--- src/rtl/bus_pkg.sv ---
// Shared types and encodings for the two-master / three-slave system bus.
package bus_pkg;

    typedef enum logic [1:0] {
        IDLE       = 2'd0,
        ACTIVE     = 2'd1,
        TURNAROUND = 2'd2
    } state_t;

    localparam logic [1:0] SEL_NONE = 2'b00;
    localparam logic [1:0] SEL_S1   = 2'b01;
    localparam logic [1:0] SEL_S2   = 2'b10;
    localparam logic [1:0] SEL_S3   = 2'b11;

    localparam logic [1:0] BG_NONE = 2'b00;
    localparam logic [1:0] BG_M1   = 2'b01;
    localparam logic [1:0] BG_M2   = 2'b10;

    localparam logic [2:0] SG_NONE = 3'b000;
    localparam logic [2:0] SG_S1   = 3'b001;
    localparam logic [2:0] SG_S2   = 3'b010;
    localparam logic [2:0] SG_S3   = 3'b100;

    function automatic logic [2:0] sel_to_sg(input logic [1:0] sel);
        case (sel)
            SEL_S1:  return SG_S1;
            SEL_S2:  return SG_S2;
            SEL_S3:  return SG_S3;
            default: return SG_NONE;
        endcase
    endfunction

endpackage

--- src/rtl/bus_watchdog.sv ---
// Ownership watchdog: counts cycles while enabled, flags the last permitted cycle.
module bus_watchdog #(
    parameter int TIMEOUT_CYCLES = 4096,
    parameter int CNT_W          = 13
) (
    input  logic clk,
    input  logic reset,
    input  logic clear,
    input  logic enable,
    output logic terminal
);

    localparam logic [CNT_W-1:0] LAST_COUNT = CNT_W'(TIMEOUT_CYCLES - 1);

    logic [CNT_W-1:0] count;

    always_ff @(posedge clk) begin
        if (reset || clear) begin
            count <= '0;
        end else if (enable) begin
            count <= count + 1'b1;
        end
    end

    assign terminal = enable && (count == LAST_COUNT);

endmodule

--- src/rtl/bus_rr_arbiter.sv ---
// Round-robin arbiter for two bus masters with turnaround, watchdog and select checking.
module bus_rr_arbiter
    import bus_pkg::*;
#(
    parameter int TIMEOUT_CYCLES = 4096,
    parameter int CNT_W          = 13
) (
    input  logic       clk,
    input  logic       reset,
    input  logic       m1_request,
    input  logic       m2_request,
    input  logic [1:0] m1_slave_select,
    input  logic [1:0] m2_slave_select,
    input  logic       m1_tx_done,
    input  logic       m2_tx_done,
    output logic       m1_grant,
    output logic       m2_grant,
    output logic       busy,
    output logic [1:0] bus_grant,
    output logic [2:0] slave_grant,
    output logic       timeout,
    output logic       sel_error
);

    state_t state;
    logic   last_m2;
    logic   m1_eligible;
    logic   m2_eligible;
    logic   pick_m1;
    logic   pick_m2;
    logic   owner_request;
    logic   owner_done;
    logic   owner_release;
    logic   wd_terminal;

    // last_m2 doubles as the current owner while ACTIVE, since it updates on grant.
    always_comb begin
        m1_eligible   = m1_request && (m1_slave_select != SEL_NONE);
        m2_eligible   = m2_request && (m2_slave_select != SEL_NONE);
        pick_m1       = m1_eligible && (!m2_eligible || last_m2);
        pick_m2       = m2_eligible && !pick_m1;
        owner_request = last_m2 ? m2_request : m1_request;
        owner_done    = last_m2 ? m2_tx_done : m1_tx_done;
        owner_release = owner_done || !owner_request;
    end

    bus_watchdog #(
        .TIMEOUT_CYCLES(TIMEOUT_CYCLES),
        .CNT_W         (CNT_W)
    ) u_watchdog (
        .clk     (clk),
        .reset   (reset),
        .clear   (state != ACTIVE),
        .enable  (state == ACTIVE),
        .terminal(wd_terminal)
    );

    always_ff @(posedge clk) begin
        if (reset) begin
            state       <= IDLE;
            last_m2     <= 1'b1;
            m1_grant    <= 1'b0;
            m2_grant    <= 1'b0;
            bus_grant   <= BG_NONE;
            slave_grant <= SG_NONE;
        end else begin
            case (state)
                IDLE: begin
                    if (pick_m1 || pick_m2) begin
                        state       <= ACTIVE;
                        last_m2     <= pick_m2;
                        m1_grant    <= pick_m1;
                        m2_grant    <= pick_m2;
                        bus_grant   <= pick_m1 ? BG_M1 : BG_M2;
                        slave_grant <= sel_to_sg(pick_m1 ? m1_slave_select : m2_slave_select);
                    end
                end
                ACTIVE: begin
                    if (owner_release || wd_terminal) begin
                        state       <= TURNAROUND;
                        m1_grant    <= 1'b0;
                        m2_grant    <= 1'b0;
                        bus_grant   <= BG_NONE;
                        slave_grant <= SG_NONE;
                    end
                end
                TURNAROUND: begin
                    state <= IDLE;
                end
                default: begin
                    state       <= IDLE;
                    m1_grant    <= 1'b0;
                    m2_grant    <= 1'b0;
                    bus_grant   <= BG_NONE;
                    slave_grant <= SG_NONE;
                end
            endcase
        end
    end

    // A completion in the terminal cycle takes precedence over the watchdog.
    assign timeout   = !reset && (state == ACTIVE) && wd_terminal && !owner_release;
    assign sel_error = !reset && (state == IDLE) &&
                       ((m1_request && (m1_slave_select == SEL_NONE)) ||
                        (m2_request && (m2_slave_select == SEL_NONE)));
    assign busy      = (state != IDLE);

endmodule

--- config.mk ---
export PLATFORM = sky130hd
export DESIGN_NAME = bus_rr_arbiter
export DESIGN_NICKNAME = d
export VERILOG_FILES = /design/src/rtl/bus_pkg.sv /design/src/rtl/bus_watchdog.sv /design/src/rtl/bus_rr_arbiter.sv
export SDC_FILE = /design/constraint.sdc
export NUM_CORES = 1
export LEC_CHECK = 0
export BUFFER_PORTS_ARGS = -buffer_cell sky130_fd_sc_hd__clkbuf_2
export CORE_UTILIZATION = 54
export DETAILED_ROUTE_END_ITERATION = 10
export PLACE_DENSITY = 0.8
export SKIP_LAST_GASP = 1
export SLEW_MARGIN = 20
export SYNTH_ARGS = -nofsm -noshare
export SYNTH_HDL_FRONTEND = slang
export SYNTH_SLANG_ARGS = --single-unit
--- constraint.sdc ---
create_clock -name clk -period 1.8 [get_ports clk]
set_clock_uncertainty 0.05 [all_clocks]
set_input_delay 0.18 -clock clk [delete_from_list [all_inputs] [get_ports clk]]
set_output_delay 0.18 -clock clk [all_outputs]
set_load 0.01 [all_outputs]
==> impl_metrics.ini, run 1 <==
[critical_path]
cp.required_ns = 1.57
path_class = reg -> out
cp-start-kind = register
cp-startpoint = u_watchdog.count[1]
worstReg2RegStart = u_watchdog.count[1]
critPathArrivalTime_ns = 1.54
end_kind = primary output
path_max_fanout = 2

[sta]
worst_pin_slew_ns = 0.402
hold_slack_ns = 0.214
setup_viol = 0
finalCritPeriodShare = 0.985
slew_violations = 0
tns_ns = 0
setup_slack_ns = 0.0273
rsz0062_at_grt = yes
fmax_mhz = 564
max_slew_margin = 0.730
hold_violations = 0
fin_crit_ns = 1.77

[global_route]
grt_pass1_vias = 991
grt_max_degree = 14
grt_first_pass_wirelength_um = 4250
overflow = 0
grt_antenna_before_repair = 0
track_usage = 0.227

[run_status]
outcome = finished clean

[route]
drc = 0
num_vias = 1061
drt_iter0_drc = 25
wirelength_um = 2610
wl_per_cell_um = 13.8
antenna_left = 0
dr.pass1.iters = 4
vias_per_cell = 5.61

[floorplanning]
initial_core_util = 0.589
row_count = 16
io_pins = 20
die_h_um = 48.7
fp.dieW_um = 48.7
die_area_um2 = 2370
core_um2 = 2000

[finish]
synthToLayoutAreaGrowth_pct = 23.8
stdcell_count = 189
antenna_cells = 0
drive_gt1_frac = 0.352
fillCellCount = 157
final_nets = 174

[cts]
clk_latency_ns = 0.30
clock_path_buffers = 2
hold_buffers = 0
clockRootBuffer = clkbuf_4
clk_transition_reported_paths_ns = 0.11
cts_buffers = 3
clock_sink_count = 22
cts_tree = done
ctsHtreeMaxLevel = 1

[synthesis]
yosys_warnings = 0
synth_flop_cell = dfxtp_1
yosysSeqAreaShare = 0.374
ys_seq_elements = 22
syn_area_um2 = 1180
synth_top_area_cell = dfxtp_1
synth_cell_type_count = 46
synth_top_cell_area_share = 0.374
syn_area_per_cell_um2 = 8.86
syn_inst = 133
syn-num-nets = 144
synthTopCellsByArea = dfxtp_1 (37%), nor2_1 (7.3%), xnor2_1 (4.5%), nor3_1 (3.0%), nor2b_1 (2.7%)
synthArstFlopShare = 0
synth_edf_count = 0

[hold_path]
min_path_type = in -> reg
hp-start = reset

[placement]
place_ws_ns = 0.114
gp_congestion = 0.910
dp_cells = 179
dp_hpwl_um = 1820
port_buffers = 19

[power]
power_leakage_nw = 0.572
vdd_drop_max_mv = 0.620
power_density_nw_per_um2 = 663

[run]
maxCapViolCount = 0
## power by group
group	switching, mW	internal [mW]	total (mW)
combinational	0.0976	0.0767	0.174
clock	0.142	0.123	0.265
sequential	0.0208	0.507	0.528
## state kept, by name (all words and copies together), names as in the netlist
register          flops
u_watchdog.count     13
slave_grant           3
state                 2
bus_grant             1
last_m2               1
m1_grant              1
m2_grant              1
## final timing paths
path,cells past startpoint,slack [ns],end
worst max-delay path,6,0.03,timeout
worst min-delay path,3,0.21,slave_grant[0]
worst max register to register,6,0.09,slave_grant[2]
worst min register to register,2,0.43,slave_grant[0]
## metrics by stage
stage | utilization | instance area, um2 | power [mW]
6_report | 0.729 | 1460 | 0.968
5_1_grt | 0.729 | 1460 | 1.02
4_1_cts | 0.704 | 1410 | 0.971
3_5_place_dp | 0.659 | 1320 | 0.702
3_3_place_gp | 0.659 | 1320 | 0.695
2_1_floorplan | - | 1180 | 0.647
## cells in the final DEF, fill, tap and decap left out, types with 3 or more instances in the layout
cell type	netlist	layout
nor2b_1	5	5
dfxtp_2	0	6
o211ai_1	3	3
xnor2_1	6	6
dfxtp_1	22	16
xor2_1	3	3
inv_1	3	3
o21ai_0	4	4
nand2_1	7	7
buf_4	1	10
nor3_1	7	4
clkbuf_2	0	18
a21oi_1	5	5
nor2_1	23	23
clkbuf_4	0	3
nand3_1	5	4
## critical path, stage by stage (launching register included)
cell and delay [ns]:
dfxtp_2 0.37, ha_4 0.15, buf_6 0.09, and4_4 0.23, nand3_2 0.08, nor3_2 0.18
buf_2 0.15
## metal layers
layer,up-vias,global-route usage,part of all wire
met5,-,0,0
met4,0,0.0441,0.0061
met3,2,0.0566,0.047
met2,31,0.387,0.49
met1,494,0.289,0.45
li1,534,-,-
## cell usage after synthesis, types with 2 or more instances
| cell | n |
|---|---|
| a21oi_1 | 5 |
| buf_2 | 3 |
| dfxtp_1 | 22 |
| inv_1 | 3 |
| mux2i_1 | 2 |
| nand2_1 | 7 |
| nand3_1 | 5 |
| nand3_2 | 2 |
| nor2_1 | 23 |
| nor2b_1 | 5 |
| nor3_1 | 7 |
| o211ai_1 | 3 |
| o21ai_0 | 4 |
| o2bb2ai_1 | 2 |
| o31ai_1 | 2 |
| xnor2_1 | 6 |
| xor2_1 | 3 |
## final cells by class
class	instances	area, um2	share of cell area
multi-input combinational	103	748	0.513
sequential	22	448	0.307
inverter	3	11.3	0.00772
tap	27	33.8	0.0232
clock buffer	4	36.3	0.0249
timing repair buffer	30	181	0.124
## cells by family after synthesis
family          count (synthesis)  synth area share
compound gates                 29             0.195
xor+xnor                        9            0.0669
fa+ha+maj                       1            0.0106
buf+inv                         8            0.0318
flops                          22             0.374
mux                             3            0.0297
simple gates                   61             0.292
## what timing repair did
item                                    4_1_cts  5_1_grt
setup buffers                                 3        3
endpoints found under the setup margin        1        2
gates resized for setup                       9        8
pin swaps                                     1        2
endpoints found under the hold margin         0        0
Power figures use the tool's default switching activity.
==> inputs of run 2 (changes only) <==
SETUP_SLACK_MARGIN = 0.5   (was not set)
==> run 2 against run 1 <==
Clock power increased by 43%. Critical path depth down 1. Flip-flop and latch count did not move. First-iteration DRC count up 68%. Critical path type unchanged. Worst hold slack gained 0.035 ns. Sequential share of layout area is 1.7 points lower. Setup slack gained 0.019 ns. Design area grew 14%. Non-clock buffer count is 9 higher. Routed wire length up 27%. Core utilization up 9.9 points. Global-route usage is 4.4 points higher.
==> impl_metrics.ini, run 2 (synthesized netlist as in run 1, its figures left out) <==
[cts]
clock_path_buffers = 2
ctsHtreeMaxLevel = 1
clockRootBuffer = clkbuf_4
clock_sink_count = 22
clk_latency_ns = 0.31
clk_transition_reported_paths_ns = 0.12
cts_buffers = 3
cts_tree = done
hold_buffers = 0

[critical_path]
cp-start-kind = register
worst-r2r-setup-slack_ns = 0.10
endpoint = timeout
cp-startpoint = state[1]
worstReg2RegStart = u_watchdog.count[0]
end_kind = primary output
cp.required_ns = 1.57
path_max_fanout = 4
rr_endpoint = slave_grant[2]
path_class = reg -> out
critPathArrivalTime_ns = 1.52
worst_r2r_path_depth = 6

[route]
dr.pass1.iters = 4
wirelength_um = 3310
vias_per_cell = 5.93
drc = 0
wl_per_cell_um = 16.7
num_vias = 1174
antenna_left = 0
drt_iter0_drc = 42

[global_route]
grt_pass1_vias = 1099
track_usage = 0.270
grt_max_degree = 14
grt_first_pass_wirelength_um = 5010
grt_antenna_before_repair = 0
overflow = 0

[finish]
layout_commonest_cell = nor2_1
synthToLayoutAreaGrowth_pct = 40.6
stdcell_count = 198
mostFrequentLayoutCells = nor2_1 (21), clkbuf_2 (16), buf_4 (16)
largest_registers = u_watchdog.count (13), slave_grant (3), state (2)
antenna_cells = 0
fillCellCount = 113
top_register = u_watchdog.count
final_nets = 183
fin_area_um2 = 1660
drive_gt1_frac = 0.474
largest_reg_flops = 13

[floorplanning]
initial_core_util = 0.589
io_pins = 20
die_h_um = 48.7
fp.dieW_um = 48.7
row_count = 16
core_um2 = 2000
die_area_um2 = 2370

[placement]
gp_congestion = 0.847
place_ws_ns = 0.131
dp_hpwl_um = 1770
placedInstanceArea_um2 = 1360
port_buffers = 19
dp_cells = 177

[sta]
rsz0062_at_grt = yes
slew_violations = 0
hold_violations = 0
max_slew_margin = 0.724
setup_slack_ns = 0.0459
worst_pin_slew_ns = 0.415
finalCritPeriodShare = 0.975
fmax_mhz = 570
setup_viol = 0
fin_crit_ns = 1.75

[hold_path]
min_path_type = in -> reg

[power]
vdd_drop_max_mv = 0.554
power_leakage_nw = 0.666
power_density_nw_per_um2 = 677
p_total_mw = 1.12

[run_status]
outcome = finished clean

[run]
maxCapViolCount = 0
[run 2: cell count changes in the layout (fill, tap and decap cells not counted), moves of 2 or more]
cell	delta
dfxtp_4	+9
dfxtp_1	-8
buf_4	+6
buf_6	+4
clkbuf_2	-2
nor2_1	-2
nor3_4	+2
[run 2: critical path, cell delays in order, from the launching register on]
cell	delay [ns]
dfxtp_4	0.37
nand2b_4	0.17
nor3_4	0.21
nand3_2	0.10
nor3_2	0.20
buf_2	0.16
[run 2: per-stage QoR]
step / TNS, ns / hold WS, ns / utilization
after floorplan: 0 / 0.306 / -
after global placement: 0 / 0.389 / 0.678
final: 0 / 0.249 / 0.828
after CTS: 0 / 0.216 / 0.765
after global routing: -0.0327 / 0.259 / 0.828
after detailed placement: 0 / 0.402 / 0.678
[run 2: repair_timing]
| action | in CTS | in global routing |
|---|---|---|
| resized for setup | 15 | 29 |
| buffers inserted | 12 | 5 |
| hold endpoints to repair | 0 | 0 |
| cloned | 0 | 0 |
| pin swaps | 7 | 10 |
| setup endpoints to repair | 14 | 19 |
[run 2: power breakdown]
part | internal [mW] | total (mW) | switching, mW | leakage (nW)
sequential | 0.498 | 0.521 | 0.0237 | 0.187
combinational | 0.104 | 0.220 | 0.116 | 0.450
clock | 0.225 | 0.380 | 0.155 | 0.0279
total | 0.826 | 1.12 | 0.295 | 0.666
[run 2: layer usage]
layer,track usage,vias to the layer above,share of wire
met2,0.470,52,0.48
met4,0.0784,0,0.019
met5,0,-,0
met1,0.344,560,0.43
li1,-,552,-
met3,0.0409,10,0.066
[run 2: cell type report]
class                   count  area [um2]  share of cell area
multi-input cells         103         812               0.490
well taps                  27        33.8              0.0204
flip-flops and latches     22         480               0.290
repair buffers             39         267               0.161
inverters                   3        11.3             0.00680
clock inverters             1        30.0              0.0181
clock buffers               3        22.5              0.0136
[run 2: worst min-delay path by stage]
stage	slack, ns	cells past startpoint	to	startpoint
2_1_floorplan	0.31	2	slave_grant[0]	reset
3_3_place_gp	0.39	1	u_watchdog.count[0]	u_watchdog.count[0]
3_5_place_dp	0.40	1	u_watchdog.count[0]	u_watchdog.count[0]
4_1_cts	0.22	3	slave_grant[0]	reset
5_1_grt	0.26	3	last_m2	m2_request
6_report	0.25	3	last_m2	m2_request
